[src/rtl/mod_pkg.sv]
// Widths shared by mod_byte_fifo and data_mod_fsm so both ends of the byte
// stream agree on data and pointer sizes.
package mod_pkg;
  localparam int MOD_DW         = 8;
  localparam int MOD_FIFO_DEPTH = 16;
  localparam int MOD_FIFO_AW    = 4;
endpackage

[src/rtl/mod_fifo_regfile.sv]
// DEPTH x DW storage array for the byte FIFO: one synchronous write port and
// one combinational read port. Contents are deliberately not reset.
module mod_fifo_regfile
  import mod_pkg::*;
#(
  parameter int DW    = MOD_DW,
  parameter int DEPTH = MOD_FIFO_DEPTH,
  parameter int AW    = MOD_FIFO_AW
) (
  input  logic          clk,
  input  logic          we,
  input  logic [AW-1:0] waddr,
  input  logic [DW-1:0] wdata,
  input  logic [AW-1:0] raddr,
  output logic [DW-1:0] rdata
);

  logic [DW-1:0] mem [DEPTH];

  always_ff @(posedge clk) begin
    if (we) begin
      mem[waddr] <= wdata;
    end
  end

  assign rdata = mem[raddr];

endmodule

[src/rtl/mod_byte_fifo.sv]
// First-word-fall-through byte FIFO feeding data_mod_fsm, with sticky
// overflow/underflow flags for the control/status logic.
module mod_byte_fifo
  import mod_pkg::*;
#(
  parameter int DW    = MOD_DW,
  parameter int DEPTH = MOD_FIFO_DEPTH,
  parameter int AW    = MOD_FIFO_AW
) (
  input  logic          clk,
  input  logic          reset_n,
  input  logic          wr_en,
  input  logic [DW-1:0] wr_data,
  input  logic          clr_err,
  output logic          rdy,
  output logic [DW-1:0] data_in,
  input  logic          rd,
  output logic          full,
  output logic [AW:0]   count,
  output logic          ovf,
  output logic          udf
);

  // Handshake: the consumer may pop only while rdy=1; a rd with rdy=1 consumes
  // the byte on data_in at that edge. A rd with rdy=0 is a violation (udf) and
  // a wr_en with full=1 is a violation (ovf); neither changes the FIFO contents.

  logic [AW-1:0] wr_ptr;
  logic [AW-1:0] rd_ptr;
  logic [DW-1:0] head;
  logic          do_wr;
  logic          do_rd;

  assign rdy   = (count != '0);
  assign full  = (count == (AW+1)'(DEPTH));
  assign do_wr = wr_en && !full;
  assign do_rd = rd && rdy;

  mod_fifo_regfile #(
    .DW    (DW),
    .DEPTH (DEPTH),
    .AW    (AW)
  ) u_regfile (
    .clk   (clk),
    .we    (do_wr),
    .waddr (wr_ptr),
    .wdata (wr_data),
    .raddr (rd_ptr),
    .rdata (head)
  );

  assign data_in = rdy ? head : '0;

  always_ff @(posedge clk) begin
    if (!reset_n) begin
      wr_ptr <= '0;
      rd_ptr <= '0;
      count  <= '0;
    end else begin
      if (do_wr) begin
        wr_ptr <= wr_ptr + 1'b1;
      end
      if (do_rd) begin
        rd_ptr <= rd_ptr + 1'b1;
      end
      case ({do_wr, do_rd})
        2'b10:   count <= count + 1'b1;
        2'b01:   count <= count - 1'b1;
        default: count <= count;
      endcase
    end
  end

  // A fresh violation outranks a same-cycle clear so no event is lost.
  always_ff @(posedge clk) begin
    if (!reset_n) begin
      ovf <= 1'b0;
      udf <= 1'b0;
    end else begin
      if (wr_en && full) begin
        ovf <= 1'b1;
      end else if (clr_err) begin
        ovf <= 1'b0;
      end
      if (rd && !rdy) begin
        udf <= 1'b1;
      end else if (clr_err) begin
        udf <= 1'b0;
      end
    end
  end

endmodule

[config.mk]
export PLATFORM = sky130hd
export DESIGN_NAME = mod_byte_fifo
export DESIGN_NICKNAME = d
export VERILOG_FILES = /design/src/rtl/mod_pkg.sv /design/src/rtl/mod_fifo_regfile.sv /design/src/rtl/mod_byte_fifo.sv
export SDC_FILE = /design/constraint.sdc
export NUM_CORES = 1
export LEC_CHECK = 0
export BUFFER_PORTS_ARGS = -buffer_cell sky130_fd_sc_hd__buf_4
export CAP_MARGIN = 5
export CELL_PAD_IN_SITES_DETAIL_PLACEMENT = 0
export CELL_PAD_IN_SITES_GLOBAL_PLACEMENT = 1
export CORE_MARGIN = 2
export CORE_UTILIZATION = 53
export CTS_CLUSTER_SIZE = 10
export DETAILED_ROUTE_END_ITERATION = 12
export GPL_ROUTABILITY_DRIVEN = 1
export PLACE_DENSITY_LB_ADDON = 0.1
export SYNTH_ARGS = -nofsm -noshare
export SYNTH_HDL_FRONTEND = slang
export SYNTH_SLANG_ARGS = --single-unit
[constraint.sdc]
create_clock -name clk -period 3.55 [get_ports clk]
set_input_delay 0.5325 -clock clk [delete_from_list [all_inputs] [get_ports clk]]
set_output_delay 0.5325 -clock clk [all_outputs]
set_load 0.005 [all_outputs]
## After elaboration in Yosys (flattened, before gate mapping)

Memories as Yosys holds them, arrays and structs flattened. A register that Yosys moved wholly into a read port is not among the register bits.
Cells that the tools add are included.

- Input port bits: 13
- Output and inout bits: 17
- Bits in writable memories: 128
- Bits in read-only memories: 0
- Memories kept: 1
- Register bits: 15
- Latch bits: 0
- Logic and storage cells: 32

Memories:

| name | depth | width | read ports | clocked after memory_dff | write ports | line | RTL |
|---|---|---|---|---|---|---|---|
| u_regfile.mem | 16 | 8 | 1 | 1 | 1 | mod_fifo_regfile.sv:18 | `logic [DW-1:0] mem [DEPTH];` |

- Equal/unequal tests: 3
- Add/sub/neg operators: 4
- $lt $le $gt $ge: 0
- $mul: 0
- Shift operators: 0
- Multiplexer cells: 9
- Reductions and logical operators: 10
- Bitwise logic cells: 0
- Divide/modulo/power cells: 0

Operator list:

| cell | count |
|---|---|
| 5-bit one-hot mux with 2 select lines | 1 |
| 4-bit by 1-bit adder with 4-bit output (second input constant) | 2 |
| 4-bit two-way mux | 2 |
| 8-bit two-way mux | 1 |
| 2-bit nonzero test | 3 |
| 5-bit by 1-bit adder with 5-bit output (second input constant) | 1 |
| 5-bit == test (second input constant) | 1 |
| 1-bit two-way mux | 5 |
| 5-bit nonzero test | 1 |
| 5-bit by 1-bit subtractor with 5-bit output (second input constant) | 1 |
| 1-bit logical AND | 4 |
| 2-bit by 1-bit == test with 1-bit output (second input constant) | 1 |
| 2-bit == test (second input constant) | 1 |
| 1-bit logical NOT | 2 |

## Logic depth before layout (Yosys ltp)

Gate-level depths: netlist (run 1).

- Depth in word-level cells: 5
- Mapped depth: 13
- Mapped depth without buffers: 11

## Modules after synthesis

Synthesis (run 1) repeated with hierarchy kept, for this count alone.

- Cell total of the unflattened synthesis: 315
- Area, all modules: 5858.1 µm²

Modules (own cells, without submodules):

| module | times used | cells each | seq. area each (µm²) | area an instance (µm²) |
|---|---|---|---|---|
| mod_fifo_regfile | 1 | 221 | 3843.7 | 4987.3 |
| mod_byte_fifo | 1 | 94 | 300.3 | 870.8 |

## Worst setup path before layout (run 1)

No wires, ideal clock.

- Path type: register -> register
- Start point: register count[1]
- End point: register count[4]
- Clock period less this slack: 2.767 ns
- Data arrival time: 2.651 ns
- Stages on the path, launching flop included: 13
- Setup slack: 0.783 ns
- Path buffers: 2
- Cell sequence: dfxtp_1 buf_2 nor4_4 a21boi_1 inv_1 ha_1 clkbuf_1 xor2_1 ha_1 a21oi_1 mux2_1 or3_1 and3_1

- Cells in the longest elaborated chain, start to end: 5

RTL lines:

| element | line | RTL |
|---|---|---|
| start: declaration | mod_byte_fifo.sv:19 | `output logic [AW:0] count,` |
| start signal: assignment | mod_byte_fifo.sv:67 | `2'b10: count <= count + 1'b1;` |
| start signal: assignment | mod_byte_fifo.sv:68 | `2'b01: count <= count - 1'b1;` |
| start signal: assignment | mod_byte_fifo.sv:69 | `default: count <= count;` |
| 5-bit == test | mod_byte_fifo.sv:35 | `assign full = (count == (AW+1)'(DEPTH));` |
| 1-bit logical NOT | mod_byte_fifo.sv:36 | `assign do_wr = wr_en && !full;` |
| 1-bit logical AND | mod_byte_fifo.sv:36 |  |
| 2-bit by 1-bit == test with 1-bit output / 2-bit == test (equally long branches) | mod_byte_fifo.sv:66 | `case ({do_wr, do_rd})` |
| 5-bit one-hot mux with 2 select lines / 2-bit nonzero test (equally long branches) | n/a |  |

Several ways; a longest one is shown, not always the timed one.
A chain may end at the register's enable or synchronous reset.

==> impl_metrics.py, run 1 <==
metrics = {
    "detailed_routing": {
        "avgRoutedWirePerCell_um": 21.6,
        "drt_drc_violations_left": 0,
        "viasPerCell": 5.69,
        "antenna_left": 0,
        "wl_um": 11000,
        "vias": 2915,
        "drtIter0Drc": 212,
        "drt_pass1_iterations": 4,
    },
    "critical_path": {
        "reg2reg_setup_slack_ns": 0.52,
        "start_kind": "register",
        "required_ns": 3.02,
        "cp.arrival_ns": 2.54,
        "worstSetupPathType": "reg -> out",
        "ff2ff_path_depth": 10,
        "end_kind": "output pin",
        "crit_fanout": 32,
        "r2r_end": "count[4]",
        "reg2reg_from": "count[1]",
    },
    "power": {
        "fin_total_pwr_mw": 4.94,
        "p_leak_nw": 2.29,
        "comb_power_share_pct": 24.4,
        "power.internal_mw": 3.62,
        "peakVddDrop_mv": 0.422,
        "switching_power_mw": 1.32,
        "seqPwrFrac_pct": 42.1,
        "p_per_area_nw_per_um2": 715,
        "switching_share_pct": 26.7,
        "power.share.clock_pct": 33.6,
    },
    "sta": {
        "skew_ns": 0.0126,
        "drv_slew": 0,
        "tightest_slew_ns": 0.810,
        "fin_tns_setup_ns": 0,
        "period_needed_ns": 3.07,
        "clock.fmax_ghz": 0.326,
        "rsz0062_at_grt": "false",
        "setup_viol": 0,
        "finalHoldViolCount": 0,
        "worst_slack_ns": 0.479,
        "finalCritPeriodShare_pct": 86.5,
        "max_slew_margin_pct": 45.8,
    },
    "placed_design": {
        "numPortBuffers": 29,
        "place.gp.congestion": 0.820,
        "placed_area_um2": 6350,
        "pre_cts_slack_ns": 0.554,
        "hpwlAfterDp_um": 7050,
        "dp.cells": 480,
    },
    "clock_network": {
        "clock_sinks": 147,
        "cts_buffers": 17,
        "cts-resized-gates": 0,
        "cts_buffer_depth": 2,
        "cts_tree": "done",
        "htreeDepth": 4,
        "clk_pin_slew_worst_paths_ns": 0.06,
        "holdBufCountCts": 0,
        "root_buffer": "clkbuf_8",
        "post-cts-setup-buffers": 0,
        "clk_latency_ns": 0.51,
    },
    "outcome": {
        "outcome": "finished, final reports clean",
    },
    "synth": {
        "ys_ff_latch": 147,
        "synth_cell_type_count": 34,
        "netlist_area_um2": 5920,
        "ys_warn_count": 0,
        "syn_inst": 315,
        "syn_area_per_cell_um2": 18.8,
        "synth_fp_nets": 335,
        "yosysSeqAreaShare_pct": 71.4,
    },
    "worst_hold_path": {
        "hold_start": "wr_en",
        "whs_path_depth": 3,
        "min_path_type": "in -> reg",
        "whs_endpoint": "ovf",
    },
    "final_layout": {
        "final_common_cell": "edfxtp_1",
        "final_cells": 512,
        "fin_nets": 379,
        "drive_gt1_share_pct": 29.3,
        "antenna_cells": 0,
        "synthToLayoutAreaGrowth_pct": 16.7,
        "design_area_um2": 6910,
        "layout_common_cells": "edfxtp_1 (128), mux4_2 (40), buf_4 (40)",
    },
    "floorplan": {
        "die-area_um2": 12000,
        "start_util_pct": 54.4,
        "rows": 38,
        "die_width_um": 110,
        "fp.dieH_um": 110,
        "core_region_area_um2": 10900,
        "io_pins": 30,
    },
    "global_route": {
        "grt_max_degree": 33,
        "grt_pass1_wl_um": 17100,
        "grt_use_total_pct": 20.6,
        "antenna_found_initial": 0,
        "grt_pass1_vias": 2876,
        "grt.overflow.total": 0,
    },
    "run": {
        "maxCapViolCount": 0,
    },
}
## area by class of cell
cell class | instances | area [um2]
tap | 140 | 175
clock buffer | 18 | 418
fill | 764 | 3980
sequential | 147 | 4230
multi-input combinational | 147 | 1610
clock inverter | 14 | 136
timing repair buffer | 41 | 320
inverter | 5 | 18.8
## metrics by stage
step / util (%) / hold WS, ns
detailed placement: 58.3 / 0.508
CTS: 63.4 / 0.298
floorplan: - / 0.499
global route: 63.4 / 0.315
global placement: 58.3 / 0.525
finish: 63.4 / 0.316
## routing by layer
layer	share of wire, %	wire (um)	vias up	global-route usage (%)
li1	-	-	1330	-
met1	48	5260	1509	31.4
met2	46	5120	69	29.9
met3	5.0	556	7	4.80
met4	0.94	104	0	6.51
met5	0	0	-	0
## logic make-up (layout without fill, tap and decap cells)
logic type / count (synthesis) / in the layout / synth area share, %
adder cells (fa/ha/maj): 7 / 7 / 1.48
AO/OA/AOI/OAI: 12 / 12 / 1.42
multiplexers: 45 / 45 / 16.1
buffers and inverters: 21 / 78 / 1.42
AND/OR/NAND/NOR: 74 / 74 / 6.91
flip-flops: 147 / 147 / 71.4
XOR/XNOR: 9 / 9 / 1.33
## worst max-delay path by stage
| stage | startpoint | endpoint |
|---|---|---|
| finish | register | data_in[3] |
| global route | count[1] | count[4] |
| CTS | register | data_in[7] |
| detailed placement | count[1] | count[4] |
| global placement | wr_en | count[4] |
| floorplan | count[1] | count[4] |
## power by group through the flow
| stage | Clock [mW] | Sequential (mW) | Combinational (mW) |
|---|---|---|---|
| after global placement | 0 | 2.11 | 1.21 |
| after CTS | 1.68 | 2.08 | 1.23 |
| after floorplan | 0 | 2.08 | 0.775 |
| after global routing | 1.76 | 2.09 | 1.33 |
| after detailed placement | 0 | 2.11 | 1.22 |
| final | 1.66 | 2.08 | 1.20 |
## worst max-delay path: stages, from the launching register on
cell and delay (ns):
dfxtp_2 0.34, buf_12 0.26, mux4_2 0.59, mux4_2 0.51, and2_1 0.17, buf_4 0.13
## synth_stat cells
library cell,instances,share of area [%]
a211o_1,1,0.15
a21boi_1,2,0.25
a21oi_1,3,0.25
a22oi_1,1,0.13
a32oi_1,2,0.30
and2_1,18,1.9
and3_1,1,0.11
and3b_1,1,0.15
buf_1,1,0.063
buf_2,4,0.34
clkbuf_1,11,0.70
dfxtp_1,19,6.4
edfxtp_1,128,65
ha_1,7,1.5
inv_1,5,0.32
mux2_1,1,0.19
mux2i_1,4,0.68
mux4_2,40,15
nand2_1,9,0.57
nand2b_1,5,0.53
nand3_1,2,0.17
nand3b_1,1,0.13
nand4_1,2,0.21
nor2_1,16,1.0
nor2b_1,9,0.95
nor3_1,7,0.59
nor3b_1,1,0.13
nor4_4,1,0.36
o211ai_1,1,0.13
o21a_1,1,0.13
o21ai_0,1,0.084
or3_1,1,0.11
xnor2_1,7,1.0
xor2_1,2,0.30
## sequential cells by signal (all words and copies together), names as in the netlist, named ones only
name / count
u_regfile.mem: 128
ovf: 1
rd_ptr: 4
count: 5
udf: 1
wr_ptr: 4
Note: power is estimated with default switching activity, not from simulation.
==> run 2: changes to the inputs <==
BUFFER_PORTS_ARGS = not set   (was -buffer_cell sky130_fd_sc_hd__buf_4)
CORE_MARGIN = not set   (was 2)
CORE_UTILIZATION = 55   (was 53)
DONT_BUFFER_PORTS = 1   (was not set)
==> run 2 against run 1 <==
Final cell count down 7.2%. Die area down 7.1%. Hold slack worse by 0.21 ns. Non-clock buffer count down 33. Global-route usage up 0.80 points. Largest power group unchanged. Highest routed layer unchanged.
==> impl_metrics.py, run 2 (same netlist as run 1, synthesis figures left out) <==
metrics = {
    "critical_path": {
        "cp.arrival_ns": 2.66,
        "cpPeakStageDelay_ns": 0.58,
        "cp_num_buf_inv": 1,
        "ff2ff_path_depth": 10,
        "crit_fanout": 23,
        "reg2reg_setup_slack_ns": 0.56,
        "path_common_cell": "mux4_2",
        "crit_slowest_cell": "mux4_2",
        "crit_cells": 4,
        "cp_top_family": "multiplexers",
        "worstSetupPathType": "reg -> out",
        "required_ns": 3.02,
        "start_kind": "register",
        "worstPathCellList": "buf_12, mux4_2, mux4_2, and2_1",
        "end_kind": "output pin",
    },
    "final_layout": {
        "design_area_um2": 6710,
        "final_common_cell": "edfxtp_1",
        "final_cells": 475,
        "top_regs": "u_regfile.mem x128, count x5",
        "max_flop_register": "u_regfile.mem",
        "antenna_cells": 0,
        "final_util_pct": 64.7,
        "synthToLayoutAreaGrowth_pct": 13.3,
        "fin_nets": 346,
        "drive_gt1_share_pct": 22.4,
        "largest_reg_flops": 128,
        "num-fill-cells": 739,
        "layout_common_cells": "edfxtp_1 (128), mux4_2 (40), and2_1 (18), dfxtp_1 (18)",
    },
    "power": {
        "power.share.clock_pct": 37.4,
        "switching_share_pct": 25.4,
        "power.internal_mw": 3.67,
        "p_per_area_nw_per_um2": 733,
        "switching_power_mw": 1.25,
        "peakVddDrop_mv": 0.471,
        "fin_total_pwr_mw": 4.92,
        "p_leak_nw": 2.16,
        "seqPwrFrac_pct": 42.5,
        "comb_power_share_pct": 20.1,
    },
    "detailed_routing": {
        "avgRoutedWirePerCell_um": 22.6,
        "antenna_left": 0,
        "wl_um": 10800,
        "drt_pass1_iterations": 4,
        "drt_drc_violations_left": 0,
        "viasPerCell": 5.98,
        "vias": 2839,
        "drtIter0Drc": 179,
    },
    "placed_design": {
        "pre_cts_slack_ns": 0.583,
        "dp.cells": 443,
        "hpwlAfterDp_um": 6790,
        "place.gp.congestion": 0.792,
        "numPortBuffers": 0,
        "placed_area_um2": 6100,
    },
    "sta": {
        "period_needed_ns": 3.19,
        "rsz0062_at_grt": "false",
        "finalCritPeriodShare_pct": 90.0,
        "tightest_slew_ns": 0.960,
        "worst_slack_ns": 0.356,
        "fin_tns_setup_ns": 0,
        "max_slew_margin_pct": 35.7,
        "finalHoldViolCount": 0,
        "clock.fmax_ghz": 0.313,
        "setup_viol": 0,
        "skew_ns": 0.00536,
        "drv_slew": 0,
        "timing.hold.ws_ns": 0.111,
    },
    "worst_hold_path": {
        "whs_path_depth": 0,
        "min_path_type": "in -> reg",
    },
    "global_route": {
        "grt_pass1_vias": 2720,
        "grt_max_degree": 33,
        "grt_pass1_wl_um": 16600,
        "grt.overflow.total": 0,
        "antenna_found_initial": 0,
        "grt_use_total_pct": 21.4,
    },
    "floorplan": {
        "fp.dieH_um": 106,
        "die_width_um": 106,
        "die-area_um2": 11200,
        "start_util_pct": 57.1,
        "rows": 37,
        "core_region_area_um2": 10400,
        "io_pins": 30,
    },
    "run": {
        "maxCapViolCount": 0,
    },
    "clock_network": {
        "holdBufCountCts": 0,
        "post-cts-setup-buffers": 0,
        "clock_sinks": 147,
        "cts_buffers": 17,
        "clk_latency_ns": 0.51,
        "root_buffer": "clkbuf_8",
        "cts-resized-gates": 0,
        "htreeDepth": 4,
        "cts_buffer_depth": 2,
        "clk_pin_slew_worst_paths_ns": 0.06,
        "cts_tree": "done",
    },
    "outcome": {
        "outcome": "finished, final reports clean",
    },
}
-- run 2: cell types whose count changed in the layout (fill, tap and decap cells not counted), sizes merged --
| cell | delta |
|---|---|
| clkbuf | +2 |
| bufinv | +3 |
| clkinv | -1 |
| clkinvlp | -3 |
| buf | -33 |
| inv | -1 |
-- run 2: path summary, 6_finish.rpt --
kind              startpoint                   end
setup reg to reg    count[3]              count[4]
setup / recovery    register            data_in[2]
hold reg to reg          udf                   udf
hold / removal    wr_data[4]  u_regfile.mem[13][4]
-- run 2: area by class of cell --
cell class | count | area (um2) | share of cell area (%)
sequential | 147 | 4230 | 63.0
multi-input combinational | 147 | 1610 | 24.0
clock buffer | 20 | 425 | 6.34
clock inverter | 12 | 185 | 2.76
tap | 136 | 170 | 2.54
timing repair buffer | 8 | 72.6 | 1.08
inverter | 5 | 18.8 | 0.280
-- run 2: metal layers --
layer / track usage, % / part of all wire (%) / vias up
met5: 0 / 0 / -
met4: 7.44 / 0.79 / 0
met3: 5.57 / 6.4 / 7
met2: 29.1 / 45 / 90
met1: 33.7 / 47 / 1472
li1: - / - / 1270
-- run 2: power groups by stage --
| stage | Sequential, mW | Combinational (mW) | Clock (mW) |
|---|---|---|---|
| finish | 2.09 | 0.987 | 1.84 |
| global route | 2.11 | 1.08 | 1.94 |
| CTS | 2.09 | 0.996 | 1.87 |
| detailed placement | 2.13 | 0.988 | 0 |
| global placement | 2.12 | 0.978 | 0 |
| floorplan | 2.08 | 0.775 | 0 |
